--- config.mk ---
export PLATFORM = sky130hd
export DESIGN_NAME = multicycle_ctrl
export DESIGN_NICKNAME = d
export VERILOG_FILES = /design/src/rtl/multicycle_ctrl_pkg.sv /design/src/rtl/aludec.sv /design/src/rtl/multicycle_ctrl.sv
export SDC_FILE = /design/constraint.sdc
export NUM_CORES = 1
export LEC_CHECK = 0
export ABC_AREA = 1
export BUFFER_PORTS_ARGS = -buffer_cell sky130_fd_sc_hd__buf_2
export CORE_MARGIN = 5
export CORE_UTILIZATION = 38
export CTS_CLUSTER_DIAMETER = 120
export CTS_CLUSTER_SIZE = 14
export DETAILED_ROUTE_END_ITERATION = 8
export PLACE_DENSITY = 0.84
export SLEW_MARGIN = 20
export SYNTH_ARGS = -nofsm -noshare
export SYNTH_HDL_FRONTEND = slang
export SYNTH_SLANG_ARGS = --single-unit
--- constraint.sdc ---
create_clock -name clk -period 0.9 [get_ports clk]
set_input_delay 0.045 -clock clk [delete_from_list [all_inputs] [get_ports clk]]
set_output_delay 0.045 -clock clk [all_outputs]
set_load 0.005 [all_outputs]
--- src/rtl/multicycle_ctrl_pkg.sv ---
// multicycle_ctrl_pkg: shared state, opcode and datapath-select encodings for the multicycle controller
package multicycle_ctrl_pkg;

    typedef enum logic [3:0] {
        S_FETCH, S_DECODE, S_MEMADR, S_MEMREAD, S_MEMWB, S_MEMWRITE,
        S_EXECUTER, S_EXECUTEI, S_ALUWB, S_BRANCH, S_JAL
    } state_t;

    localparam logic [6:0] OP_LW  = 7'b0000011;
    localparam logic [6:0] OP_SW  = 7'b0100011;
    localparam logic [6:0] OP_R   = 7'b0110011;
    localparam logic [6:0] OP_I   = 7'b0010011;
    localparam logic [6:0] OP_BR  = 7'b1100011;
    localparam logic [6:0] OP_JAL = 7'b1101111;

    localparam logic [1:0] ALUOP_ADD   = 2'b00;
    localparam logic [1:0] ALUOP_SUB   = 2'b01;
    localparam logic [1:0] ALUOP_FUNCT = 2'b10;

    localparam logic [1:0] RES_ALUOUT    = 2'b00;
    localparam logic [1:0] RES_DATA      = 2'b01;
    localparam logic [1:0] RES_ALURESULT = 2'b10;

    localparam logic [1:0] SRCA_PC    = 2'b00;
    localparam logic [1:0] SRCA_OLDPC = 2'b01;
    localparam logic [1:0] SRCA_RS1   = 2'b10;

    localparam logic [1:0] SRCB_RS2  = 2'b00;
    localparam logic [1:0] SRCB_IMM  = 2'b01;
    localparam logic [1:0] SRCB_FOUR = 2'b10;

    localparam logic [2:0] ALU_ADD = 3'b000;
    localparam logic [2:0] ALU_SUB = 3'b001;
    localparam logic [2:0] ALU_AND = 3'b010;
    localparam logic [2:0] ALU_OR  = 3'b011;
    localparam logic [2:0] ALU_SLT = 3'b101;

    function automatic logic op_supported(input logic [6:0] op);
        return op == OP_LW || op == OP_SW || op == OP_R || op == OP_I || op == OP_BR || op == OP_JAL;
    endfunction

    function automatic logic [1:0] imm_src(input logic [6:0] op);
        return op == OP_SW ? 2'b01 : op == OP_BR ? 2'b10 : op == OP_JAL ? 2'b11 : 2'b00;
    endfunction

endpackage

--- src/rtl/aludec.sv ---
// aludec: maps ALUOp and instruction function fields to an ALU operation
module aludec
    import multicycle_ctrl_pkg::*;
(
    input  logic       op5,
    input  logic [2:0] funct3,
    input  logic       funct7b5,
    input  logic [1:0] alu_op,
    output logic [2:0] alu_control
);

    // subtract only for R-type with funct7b5 set; immediates never encode sub
    always_comb begin
        alu_control = ALU_ADD;
        if (alu_op == ALUOP_SUB)
            alu_control = ALU_SUB;
        else if (alu_op == ALUOP_FUNCT)
            case (funct3)
                3'b000:  alu_control = (op5 & funct7b5) ? ALU_SUB : ALU_ADD;
                3'b010:  alu_control = ALU_SLT;
                3'b110:  alu_control = ALU_OR;
                3'b111:  alu_control = ALU_AND;
                default: alu_control = ALU_ADD;
            endcase
    end

endmodule

--- src/rtl/multicycle_ctrl.sv ---
// multicycle_ctrl: Moore FSM controller for a multicycle RV32 subset datapath
module multicycle_ctrl
    import multicycle_ctrl_pkg::*;
(
    input  logic       clk,
    input  logic       reset,
    input  logic [6:0] op,
    input  logic [2:0] funct3,
    input  logic       funct7b5,
    input  logic       Zero,
    input  logic       MemReady,
    output logic       PCWrite,
    output logic       AdrSrc,
    output logic       MemWrite,
    output logic       IRWrite,
    output logic [1:0] ResultSrc,
    output logic [1:0] ALUSrcA,
    output logic [1:0] ALUSrcB,
    output logic       RegWrite,
    output logic [1:0] ImmSrc,
    output logic [2:0] ALUControl,
    output logic       InstrDone,
    output logic       IllegalOp
);

    state_t     state_q, state_d;
    logic [1:0] alu_op;
    logic       pc_update, branch, ir_write, reg_write, mem_write, done;

    // next state; memory states wait on MemReady, unknown opcodes fall back to FETCH
    always_comb begin
        state_d = state_q;
        case (state_q)
            S_FETCH:    state_d = MemReady ? S_DECODE : S_FETCH;
            S_DECODE:   case (op)
                            OP_LW, OP_SW: state_d = S_MEMADR;
                            OP_R:         state_d = S_EXECUTER;
                            OP_I:         state_d = S_EXECUTEI;
                            OP_BR:        state_d = S_BRANCH;
                            OP_JAL:       state_d = S_JAL;
                            default:      state_d = S_FETCH;
                        endcase
            S_MEMADR:   state_d = (op == OP_SW) ? S_MEMWRITE : S_MEMREAD;
            S_MEMREAD:  state_d = MemReady ? S_MEMWB : S_MEMREAD;
            S_MEMWRITE: state_d = MemReady ? S_FETCH : S_MEMWRITE;
            S_EXECUTER, S_EXECUTEI, S_JAL: state_d = S_ALUWB;
            default:    state_d = S_FETCH;
        endcase
    end

    // state register; reset forces FETCH without waiting for a clock edge
    always_ff @(posedge clk or negedge reset)
        if (!reset) state_q <= S_FETCH;
        else        state_q <= state_d;

    // per-state datapath controls and raw (ungated) write strobes
    always_comb begin
        pc_update = 1'b0;
        branch    = 1'b0;
        ir_write  = 1'b0;
        reg_write = 1'b0;
        mem_write = 1'b0;
        done      = 1'b0;
        AdrSrc    = 1'b0;
        ResultSrc = RES_ALUOUT;
        ALUSrcA   = SRCA_PC;
        ALUSrcB   = SRCB_RS2;
        alu_op    = ALUOP_ADD;
        case (state_q)
            S_FETCH:    begin ir_write = MemReady; pc_update = MemReady; ALUSrcB = SRCB_FOUR; ResultSrc = RES_ALURESULT; end
            S_DECODE:   begin ALUSrcA = SRCA_OLDPC; ALUSrcB = SRCB_IMM; end
            S_MEMADR:   begin ALUSrcA = SRCA_RS1; ALUSrcB = SRCB_IMM; end
            S_MEMREAD:  AdrSrc = 1'b1;
            S_MEMWB:    begin ResultSrc = RES_DATA; reg_write = 1'b1; done = 1'b1; end
            S_MEMWRITE: begin AdrSrc = 1'b1; mem_write = 1'b1; done = MemReady; end
            S_EXECUTER: begin ALUSrcA = SRCA_RS1; alu_op = ALUOP_FUNCT; end
            S_EXECUTEI: begin ALUSrcA = SRCA_RS1; ALUSrcB = SRCB_IMM; alu_op = ALUOP_FUNCT; end
            S_ALUWB:    begin reg_write = 1'b1; done = 1'b1; end
            S_BRANCH:   begin ALUSrcA = SRCA_RS1; alu_op = ALUOP_SUB; branch = 1'b1; done = 1'b1; end
            S_JAL:      begin ALUSrcA = SRCA_OLDPC; ALUSrcB = SRCB_FOUR; pc_update = 1'b1; end
            default:    ;
        endcase
    end

    // strobes are forced low while reset is held so nothing is written during reset
    assign PCWrite   = reset & (pc_update | (branch & (Zero ^ funct3[0])));
    assign IRWrite   = reset & ir_write;
    assign RegWrite  = reset & reg_write;
    assign MemWrite  = reset & mem_write;
    assign InstrDone = reset & done;
    assign IllegalOp = reset & (state_q == S_DECODE) & ~op_supported(op);
    assign ImmSrc    = imm_src(op);

    aludec u_aludec (
        .op5        (op[5]),
        .funct3     (funct3),
        .funct7b5   (funct7b5),
        .alu_op     (alu_op),
        .alu_control(ALUControl)
    );

endmodule

==> impl_metrics.csv, run 1 <==
group,metric,value,unit
timing,post-route-period-util,156.1,%
cells_and_area,largest_reg_flops,4,
timing,min_period,1.405,ns
power,ir_drop,830.3,uV
synth,synth.distinct_cells,17,
grt,grt_pass1_wl,3298,um
cells_and_area,fill_cells,129,
cells_and_area,largestRegisters,"state_q: 4 flops",
placed_design,place_congestion,0.8875,
drt,drt-total-wl,2079,um
timing,fin_setup_tns,-7.456,ns
cells_and_area,final_layout_size_suffix_gt1_share,45.34,%
grt,grt_usage,17.35,%
cells_and_area,final_cell_area,958.4,um^2
run,maxCapViolCount,0,
run_status,status,"finished, violations left",
critical_path,r2r_start,"state_q[2]",
floorplanning,die_w,48.96,um
clock_tree,cts_tree,"done",
placed_design,hpwl,1558,um
timing,rsz0062_at_grt,"true",
drt,ant_nets,0,
timing,worst_pin_slew,0.2104,ns
floorplanning,coreArea,1471,um^2
timing,fin_ws,-0.5051,ns
critical_path,critPathMaxFanout,5,
min_path,hold_path_end,"state_q[2]",
grt,grt_pass1_vias,850,
critical_path,setup.worst_path.start_class,"flop",
synth,ys_warn_count,0,
clock_tree,cts_buffers,3,
critical_path,r2r-end,"state_q[3]",
cells_and_area,finish.utilization,65.14,%
synth,syn_inst,115,
clock_tree,clkTransAtPathRegs,0.05,ns
critical_path,cp-end-kind,"output pin",
timing,relSlewSlack,85.92,%
drt,first_pass_iters,4,
synth,synth_fp_nets,130,
critical_path,arrival,1.36,ns
timing,final_max_slew_viol_count,0,
timing,fmax,711.7,MHz
grt,grt_max_degree,7,
cells_and_area,fin_nets,177,
synth,avgSynthCellArea,5.016,um^2
clock_tree,htreeDepth,1,
floorplanning,die_h,48.96,um
drt,wl_per_cell,11.75,um
placed_design,portBuffers,32,
timing,finalHoldViolations,0,
min_path,min_from,"op[4]",
grt,grt_overflow,0,
critical_path,crit_type,"flop to output pin",
drt,drc_errors,0,
power,power.density,1725,nW/um^2
clock_tree,clock_latency,0.25,ns
cells_and_area,diodes,0,
clock_tree,clock_sinks,4,
drt,vias_per_cell,4.983,
critical_path,required,0.85,ns
synth,ys_seq_elements,4,
power,leakage,0.6235,nW
clock_tree,clock_path_buffers,2,
timing,setup_viol,20,
critical_path,rr_worst_depth,6,
floorplanning,dieArea,2397,um^2
drt,drt_iter0_markers,29,
floorplanning,initial_core_util,39.20,%
grt,antenna_found_initial,0,
cells_and_area,layout.cells.non_filler,177,
placed_design,dp_cells,169,
clock_tree,root_buffer,"clkbuf_4",
run_status,violations,"setup timing",
cells_and_area,max_flop_register,"state_q",
timing,fin_worst_skew,0.01033,ns
critical_path,r2r_slack,-0.34,ns
floorplanning,pin_count,33,
placed_design,placed_area,810.8,um^2
floorplanning,fp-row-count,14,
min_path,hp-class,"primary input to flop",
min_path,hold_path_depth,3,
synth,ys_seq_area_share,17.35,%
drt,vias,882,
synth,synth_area,576.8,um^2
cells_and_area,area_delta_synth_final,66.16,%
-- synthesized netlist by cell type, drive strengths merged --
cell type	instances	area, um^2
nand2	40	152.6
inv	25	93.84
nor2	24	107.6
nand3	12	60.06
dfrtp	4	100.1
o21ai	3	15.01
a21oi	2	10.01
a31oi	1	6.260
nand3b	1	7.510
nand4	1	6.260
nor3	1	10.01
o211ai	1	7.510
-- critical path: stages, from the launching register on --
cell	delay [ns]
dfrtp_1	0.42
inv_2	0.09
nor2_4	0.13
nand2_2	0.11
nor2_1	0.09
nor2_1	0.05
nor2_1	0.09
buf_2	0.12
-- placed cells by master (no fill, tap or decap), drive strengths merged --
cell	count
a21oi	2
nand3	12
inv	25
nand3b	1
dlygate4sd3	1
dfrtp	4
buf	41
a31oi	1
o21ai	3
nor2	24
clkbuf	4
o211ai	1
nand4	1
nand2	40
nor3	1
-- what timing repair did --
item | 4_1_cts | 5_1_grt
hold endpoints to repair | 4 | 0
setup endpoints to repair | 20 | 22
pin swaps | 6 | 5
gates resized for setup | 16 | 12
buffers inserted | 3 | 2
hold buffers | 1 | 0
-- area by class of cell --
type	instances	area (um^2)	share of cell area, %
well taps	16	20.02	2.089
inverters	25	93.84	9.791
flip-flops and latches	4	103.9	10.84
repair buffers	42	245.2	25.59
clock buffers	4	26.28	2.742
multi-input cells	86	469.2	48.96
-- cells by family after synthesis --
kind of cell           synth area share, %
and+or+nand+nor                      59.65
buffers and inverters                16.27
AOI/OAI and AO/OA                    6.725
DFF                                  17.35
-- where the power goes --
part           total, W  leakage [nW]  switching [W]  internal (W)
Sequential     0.000308        0.0491      0.0000822      0.000226
Combinational   0.00108         0.559       0.000596      0.000487
Clock          0.000262        0.0150      0.0000947      0.000168
Total           0.00165         0.624       0.000773      0.000880
-- metal layers --
metal,GRT usage (%),routed length (um),vias up
met1,15.41,781,387
met2,32.17,1081,44
li1,-,-,444
met3,5.810,154,7
met5,0,0,-
met4,11.66,61,0
-- stage by stage --
step | worst slack [ns] | total power, W | hold WS [ns]
3_3_place_gp | -0.2363 | 0.001130 | -0.1180
5_1_grt | -0.5561 | 0.001778 | 0.1304
3_5_place_dp | -0.2805 | 0.001160 | -0.1170
6_report | -0.5051 | 0.001653 | 0.1227
4_1_cts | -0.4913 | 0.001554 | 0.08740
2_1_floorplan | -0.06049 | 0.0007642 | -0.2506
-- worst max path at each step --
stage	start	end	slack, ns	depth (start not counted)
final	state_q[0]	PCWrite	-0.51	7
after global routing	state_q[0]	PCWrite	-0.56	7
after CTS	state_q[3]	ALUControl[0]	-0.49	8
after detailed placement	state_q[3]	PCWrite	-0.28	7
after global placement	state_q[3]	PCWrite	-0.24	7
after floorplan	state_q[3]	state_q[0]	-0.06	7
Power figures use the tool's default switching activity.
==> inputs of run 2 (changes only) <==
--- a/config.mk
+++ b/config.mk
@@ -9,6 +9,7 @@
 export BUFFER_PORTS_ARGS = -buffer_cell sky130_fd_sc_hd__buf_2
 export CORE_MARGIN = 5
 export CORE_UTILIZATION = 38
+export CTS_BUF_LIST = sky130_fd_sc_hd__clkbuf_8 sky130_fd_sc_hd__clkbuf_16
 export CTS_CLUSTER_DIAMETER = 120
 export CTS_CLUSTER_SIZE = 14
 export DETAILED_ROUTE_END_ITERATION = 8
==> constraint.sdc (replaced) <==
create_clock -name clk -period 0.9 [get_ports clk]
set_input_delay 0.045 -clock clk [delete_from_list [all_inputs] [get_ports clk]]
set_output_delay 0.045 -clock clk [all_outputs]
set_load 0.1 [all_outputs]
==> run 2 against run 1 <==
The run now fails in 4_1_cts. Synthesized cell count unchanged. Synthesized area is the same.
==> impl_metrics.csv, run 2 <==
group,metric,value,unit
synth,synth.area.top_cells,"nand2_1 25%, dfrtp_1 17%, inv_1 14%",
clock_tree,root_buffer,"clkbuf_8",
placed_design,hpwl,2265,um
placed_design,place_congestion,0.8470,
clock_tree,cts_buffers,3,
clock_tree,cts-resized-gates,43,
synth,synth_fp_nets,130,
synth,synth_area,576.8,um^2
synth,synthArstFlopShare,100.0,%
clock_tree,htreeDepth,1,
synth,yosysTopAreaCell,"nand2_1",
synth,synth_edf_count,0,
run_status,status,"stopped before the end",
floorplanning,fp-row-count,14,
clock_tree,post-cts-setup-buffers,10,
floorplanning,pin_count,33,
synth,ys_seq_elements,4,
synth,ys_warn_count,0,
synth,ys_seq_area_share,17.35,%
synth,avgSynthCellArea,5.016,um^2
synth,syn_inst,115,
clock_tree,postCtsHoldBufs,1,
clock_tree,clock_path_buffers,2,
synth,synth_commonest_cells,"39 x nand2_1, 22 x inv_1, 19 x nor2_1, 12 x nand3_1",
synth,synth-main-ff-cell,"dfrtp_1",
placed_design,placed_area,1311,um^2
floorplanning,initial_core_util,39.20,%
run_status,failing_step,"4_1_cts",
placed_design,portBuffers,32,
clock_tree,clock_sinks,4,
synth,yosysTopAreaCellShare,25.38,%
floorplanning,die_w,48.96,um
synth,synth.most_common_cell,"nand2_1",
run_status,stop_error,"[ERROR DPL-0038] Utilization greater than 100%, impossible to legalize",
synth,synth.distinct_cells,17,
floorplanning,die_h,48.96,um
==> run 2: cell counts after synthesis <==
No cell type changed its count.
==> run 2: kinds of logic after synthesis <==
| group | count (synthesis) | synth area share (%) |
|---|---|---|
| compound gates | 7 | 6.725 |
| buf+inv | 25 | 16.27 |
| flops | 4 | 17.35 |
| simple gates | 79 | 59.65 |
==> run 2: stage by stage <==
| stage | cells | setup slack (ns) | hold slack [ns] |
|---|---|---|---|
| after floorplan | 115 | -1.150 | -0.2506 |
| after global placement | 183 | -0.3905 | -0.01991 |
| after detailed placement | 183 | -0.4818 | -0.01132 |
==> inputs of run 3 (changes only) <==
--- a/config.mk
+++ b/config.mk
@@ -7,13 +7,10 @@
 export LEC_CHECK = 0
 export ABC_AREA = 1
 export BUFFER_PORTS_ARGS = -buffer_cell sky130_fd_sc_hd__buf_2
-export CORE_MARGIN = 5
-export CORE_UTILIZATION = 38
-export CTS_BUF_LIST = sky130_fd_sc_hd__clkbuf_8 sky130_fd_sc_hd__clkbuf_16
-export CTS_CLUSTER_DIAMETER = 120
-export CTS_CLUSTER_SIZE = 14
+export CORE_AREA = 5 5 66 68
 export DETAILED_ROUTE_END_ITERATION = 8
-export PLACE_DENSITY = 0.84
+export DIE_AREA = 0 0 71 73
+export PLACE_DENSITY_LB_ADDON = 0.15
 export SLEW_MARGIN = 20
 export SYNTH_ARGS = -nofsm -noshare
 export SYNTH_HDL_FRONTEND = slang
==> constraint.sdc (replaced) <==
create_clock -name clk -period 1.15 [get_ports clk]
set_input_delay 0.0575 -clock clk [delete_from_list [all_inputs] [get_ports clk]]
set_output_delay 0.0575 -clock clk [all_outputs]
set_load 0.1 [all_outputs]
==> run 3 against run 2 <==
The flow now finishes, with violations (setup timing).
==> impl_metrics.csv, run 3 (synthesis results as in run 1) <==
group,metric,value,unit
power,leakage,0.8313,nW
drt,ant_nets,0,
timing,setup_viol,20,
placed_design,dp_slack,-0.2047,ns
critical_path,cpMostUsedCell,"nand2_2",
cells_and_area,final_layout_size_suffix_gt1_share,67.40,%
timing,fmax,638.3,MHz
critical_path,arrival,1.51,ns
cells_and_area,max_flop_register,"state_q",
critical_path,r2r_slack,-0.15,ns
critical_path,cp_cell_sequence,"nor2_4, nand2_2, o21ai_2, nand2_2, nand2_8, buf_12",
clock_tree,cts_tree,"done",
clock_tree,clkTransAtPathRegs,0.03,ns
grt,grt_max_degree,6,
clock_tree,clock_path_buffers,2,
clock_tree,root_buffer,"clkbuf_8",
drt,first_pass_iters,3,
cells_and_area,multi_input_area,646.9,um^2
placed_design,dp_cells,217,
floorplanning,initial_core_util,15.18,%
timing,fin_worst_skew,0.003282,ns
timing,final_max_slew_viol_count,0,
placed_design,placed_area,1351,um^2
critical_path,r2r-end,"state_q[0]",
timing,fin_setup_tns,-5.729,ns
critical_path,endpoint,"InstrDone",
floorplanning,coreArea,3799,um^2
run_status,violations,"setup timing",
drt,vias_per_cell,4.017,
min_path,hp-class,"primary input to flop",
floorplanning,pin_count,33,
clock_tree,htreeDepth,1,
critical_path,rr_worst_depth,9,
cells_and_area,fill_cells,390,
drt,wl_per_cell,10.32,um
run,maxCapViolCount,0,
drt,vias,928,
floorplanning,die_w,71,um
critical_path,setup.worst_path.start_class,"flop",
drt,drt-total-wl,2383,um
cells_and_area,layout_common_cells,"25 x nand2_1, 18 x buf_12, 17 x buf_6",
power,power,0.003536,W
grt,antenna_found_initial,0,
critical_path,cp-end-kind,"output pin",
timing,relSlewSlack,79.90,%
cells_and_area,largest_reg_flops,4,
floorplanning,die_h,73,um
critical_path,critPathMaxFanout,5,
cells_and_area,area_delta_synth_final,191.3,%
drt,drc_errors,0,
cells_and_area,final_cell_area,1680,um^2
drt,drt_iter0_markers,10,
run_status,status,"finished, violations left",
cells_and_area,layout.cells.non_filler,231,
critical_path,crit_type,"flop to output pin",
grt,grt_pass1_vias,943,
placed_design,portBuffers,32,
critical_path,cp_slowest_stage_delay,0.46,ns
clock_tree,clock_sinks,4,
grt,grt_pass1_wl,4015,um
grt,grt_usage,9.610,%
timing,rsz0062_at_grt,"true",
power,power.density,2104,nW/um^2
placed_design,hpwl,1869,um
grt,grt_overflow,0,
placed_design,place_congestion,0.8017,
timing,worst_pin_slew,0.3002,ns
cells_and_area,diodes,0,
floorplanning,fp-row-count,23,
cells_and_area,fin_nets,197,
critical_path,critPathLaunch,"state_q[1]",
timing,finalHoldViolations,0,
cells_and_area,final_common_cell,"nand2_1",
clock_tree,cts_buffers,3,
critical_path,worst_path_max_delay_cell,"dfrtp_2",
timing,post-route-period-util,136.2,%
floorplanning,dieArea,5183,um^2
critical_path,required,1.09,ns
cells_and_area,ff_latch_area,102.6,um^2
power,ir_drop,877.9,uV
critical_path,r2r_start,"state_q[0]",
timing,fin_ws,-0.4165,ns
timing,min_period,1.567,ns
cells_and_area,largestRegisters,"state_q: 4 flops",
clock_tree,clock_latency,0.22,ns
==> run 3: metal layers <==
layer	vias up	GRT usage, %	part of all wire [%]	wire length, um
met5	-	0	0	0
met4	0	5.010	3.2	76
met3	8	1.928	5.0	119
met2	32	17.51	53	1269
met1	403	10.49	38	917
li1	485	-	-	-
==> run 3: report_power, final <==
| part | internal [W] | total [W] | switching, W |
|---|---|---|---|
| registers | 0.000177 | 0.000234 | 0.0000568 |
| clock network | 0.000237 | 0.000315 | 0.0000779 |
| logic | 0.00118 | 0.00299 | 0.00181 |
==> run 3: layout make-up <==
type / count / area share, %
clock buffers: 4 / 2.681
inverters: 25 / 6.031
flip-flops and latches: 4 / 6.106
well taps: 50 / 3.723
multi-input cells: 86 / 38.50
repair buffers: 62 / 42.96
==> run 3: worst min path at each step <==
stage,startpoint,endpoint,slack [ns],cells past startpoint
floorplan,reset,state_q[0],-0.24,0
global placement,reset,state_q[3],0.01,2
detailed placement,reset,state_q[2],0.009,2
CTS,op[4],state_q[2],0.15,3
global route,op[4],state_q[2],0.13,3
finish,op[4],state_q[2],0.12,3
==> run 3: what timing repair did <==
action | 4_1_cts | 5_1_grt
hold buffers | 1 | 0
gates resized for setup | 34 | 23
endpoints found under the setup margin | 20 | 20
endpoints found under the hold margin | 4 | 0
pin swaps | 11 | 11
buffers inserted | 6 | 5
cloned | 0 | 0
==> run 3: critical path, delay by kind of cell (launching register included) <==
kind	cells	cell delay [ns]
AOI/OAI and AO/OA	1	0.13
and+or+nand+nor	4	0.52
DFF	1	0.46
buffers and inverters	1	0.16
==> run 3: metrics by stage <==
stage / hold slack [ns] / util, %
floorplan: -0.2381 / -
global placement: 0.01430 / 35.57
detailed placement: 0.009214 / 35.57
CTS: 0.1487 / 41.50
global route: 0.1293 / 44.24
finish: 0.1196 / 44.24
==> inputs of run 4 (changes only) <==
--- a/config.mk
+++ b/config.mk
@@ -5,7 +5,6 @@
 export SDC_FILE = /design/constraint.sdc
 export NUM_CORES = 1
 export LEC_CHECK = 0
-export ABC_AREA = 1
 export BUFFER_PORTS_ARGS = -buffer_cell sky130_fd_sc_hd__buf_2
 export CORE_AREA = 5 5 66 68
 export DETAILED_ROUTE_END_ITERATION = 8
==> run 4 against run 3 <==
The flow still finishes with violations (setup timing). Maximum frequency is 1.5% higher. Flip-flop and latch count stayed put. Global-route usage is 1.3 points higher. Setup slack better by 0.023 ns. Sequential share of layout area is 0.21 points lower. Clock power is 7.9% lower. Die area stayed put. Utilization is 1.5 points higher. Clock-buffer cell count is 1 lower. Total power is 69% lower. Sequential power is 33% lower. Synthesized area is 12% higher.
==> impl_metrics.csv, run 4 <==
group,metric,value,unit
drt,wl_per_cell,13.50,um
synth,synth.area.top_cells,"dfrtp_1 15%, nand2b_1 4.8%, nor3b_1 4.6%",
drt,vias,871,
synth,ys_seq_elements,4,
power,leakage,0.7014,nW
synth,yosysTopAreaCell,"dfrtp_1",
grt,grt_pass1_wl,4547,um
cells_and_area,area_delta_synth_final,168.9,%
clock_tree,clock_sinks,4,
synth,synth_area,646.9,um^2
floorplanning,pin_count,33,
critical_path,arrival,1.49,ns
power,power.density,634.9,nW/um^2
synth,syn_inst,84,
synth,synth-main-ff-cell,"dfrtp_1",
grt,grt_overflow,0,
grt,met1_usage,13.73,%
grt,met3_usage,2.204,%
run_status,status,"finished, violations left",
timing,fmax,647.9,MHz
floorplanning,die_w,71,um
cells_and_area,final_layout_size_suffix_gt1_share,76.71,%
cells_and_area,final_common_cell,"buf_12",
critical_path,cp-end-kind,"output pin",
timing,setup_viol,20,
grt,grt_usage,10.94,%
timing,post-route-period-util,134.2,%
drt,drt_iter0_markers,25,
drt,drc_errors,0,
cells_and_area,fin_nets,163,
placed_design,dp_cells,178,
grt,grt_max_degree,9,
clock_tree,clock_latency,0.21,ns
synth,ys_warn_count,0,
placed_design,hpwl,2002,um
cells_and_area,largest_reg_flops,4,
floorplanning,dieArea,5183,um^2
timing,rsz0062_at_grt,"true",
clock_tree,cts_buffers,3,
floorplanning,initial_core_util,17.03,%
clock_tree,cts_tree,"done",
drt,vias_per_cell,4.444,
grt,grt_busiest_layer,"met2",
critical_path,required,1.09,ns
timing,fin_setup_tns,-5.363,ns
synth,avgSynthCellArea,7.701,um^2
timing,worst_pin_slew,0.2617,ns
timing,min_period,1.544,ns
cells_and_area,layout_common_cells,"19 x buf_12, 16 x buf_4, 14 x buf_2, 14 x buf_6, 7 x nor2_4",
timing,fin_worst_skew,0.0001754,ns
synth,synthArstFlopShare,100.0,%
synth,ys_seq_area_share,15.47,%
drt,drt-total-wl,2646,um
timing,fin_ws,-0.3935,ns
critical_path,setup.worst_path.start_class,"flop",
drt,first_pass_iters,4,
floorplanning,die_h,73,um
clock_tree,clkTransAtPathRegs,0.03,ns
synth,synth_edf_count,0,
placed_design,place_congestion,0.7528,
drt,ant_nets,0,
cells_and_area,max_flop_register,"state_q",
min_path,hp-class,"primary input to flop",
clock_tree,htreeDepth,1,
synth,synth_commonest_cells,"7 x nor2_1, 5 x nand2b_1",
floorplanning,coreArea,3799,um^2
synth,synth.distinct_cells,44,
placed_design,portBuffers,32,
synth,yosysTopAreaCellShare,15.47,%
critical_path,critPathMaxFanout,7,
power,ir_drop,329.4,uV
synth,synth_fp_nets,99,
timing,relSlewSlack,82.06,%
clock_tree,root_buffer,"clkbuf_8",
floorplanning,fp-row-count,23,
timing,final_max_slew_viol_count,0,
cells_and_area,fill_cells,378,
timing,finalHoldViolations,0,
critical_path,r2r_slack,-0.20,ns
clock_tree,clock_path_buffers,2,
grt,antenna_found_initial,0,
run,maxCapViolCount,0,
cells_and_area,diodes,0,
cells_and_area,layout.cells.non_filler,196,
grt,grt_pass1_vias,954,
synth,synth.most_common_cell,"nor2_1",
grt,met2_usage,18.64,%
cells_and_area,largestRegisters,"state_q: 4 flops",
run_status,violations,"setup timing",
critical_path,crit_type,"flop to output pin",
==> run 4: cells by family after synthesis <==
logic type,synth area share [%]
buffers and inverters,7.929
DFF,15.47
and+or+nand+nor,43.72
muxes,1.547
AOI/OAI and AO/OA,25.92
xor gates and xnor gates,5.417
==> run 4: report_power, final <==
part | internal, W | leakage, nW | switching [W]
Clock | 0.000223 | 0.0216 | 0.0000671
Sequential | 0.000147 | 0.0514 | 0.00000927
Combinational | 0.000285 | 0.628 | 0.000373
Total | 0.000654 | 0.701 | 0.000450
==> run 4: path summary, 6_finish.rpt <==
| check | start | end | cells after the start |
|---|---|---|---|
| max | state_q[1] | PCWrite | 4 |
| min | op[3] | state_q[1] | 3 |
| max reg2reg | state_q[0] | state_q[0] | 5 |
| min reg2reg | state_q[1] | state_q[3] | 2 |
| max in group asynchronous | reset | state_q[0] | 2 |
| min in group asynchronous | reset | state_q[3] | 2 |
==> run 4: metal layers <==
| layer | share of wire (%) | vias up |
|---|---|---|
| li1 | - | 440 |
| met1 | 41 | 407 |
| met2 | 53 | 20 |
| met3 | 4.9 | 4 |
| met4 | 1.0 | 0 |
| met5 | 0 | - |
==> run 4: cell type report <==
| class | count | area [um^2] | share of cell area [%] |
|---|---|---|---|
| clock buffers | 3 | 41.29 | 2.374 |
| inverters | 4 | 15.01 | 0.8633 |
| multi-input cells | 71 | 779.5 | 44.82 |
| flip-flops and latches | 4 | 102.6 | 5.899 |
| well taps | 50 | 62.56 | 3.597 |
| repair buffers | 64 | 738.2 | 42.45 |
==> run 4: what timing repair did <==
item                                    in CTS  in global routing
gates resized for setup                     29                 18
pin swaps                                   12                  8
hold endpoints to repair                     4                  0
endpoints found under the setup margin      19                 20
hold buffers                                 1                  0
setup buffers                                9                  5
==> run 4: metrics by stage <==
step                      setup slack (ns)  utilization (%)  instance area (um^2)  hold slack (ns)  power (W)
after floorplan                    -0.5564                -                 794.5          -0.2381  0.0004936
after global placement             -0.2039            36.30                  1379         -0.07418  0.0007082
after detailed placement           -0.2208            36.30                  1379         -0.07819  0.0007091
after CTS                          -0.3806            42.46                  1613           0.2348   0.001051
after global routing               -0.4558            45.78                  1739           0.2704   0.001150
final                              -0.3935            45.78                  1739           0.2385   0.001104
==> run 4: critical path, stage by stage (launching register included) <==
cell	delay, ns
dfrtp_2	0.47
buf_6	0.16
a311oi_1	0.23
and4bb_4	0.24
buf_12	0.16
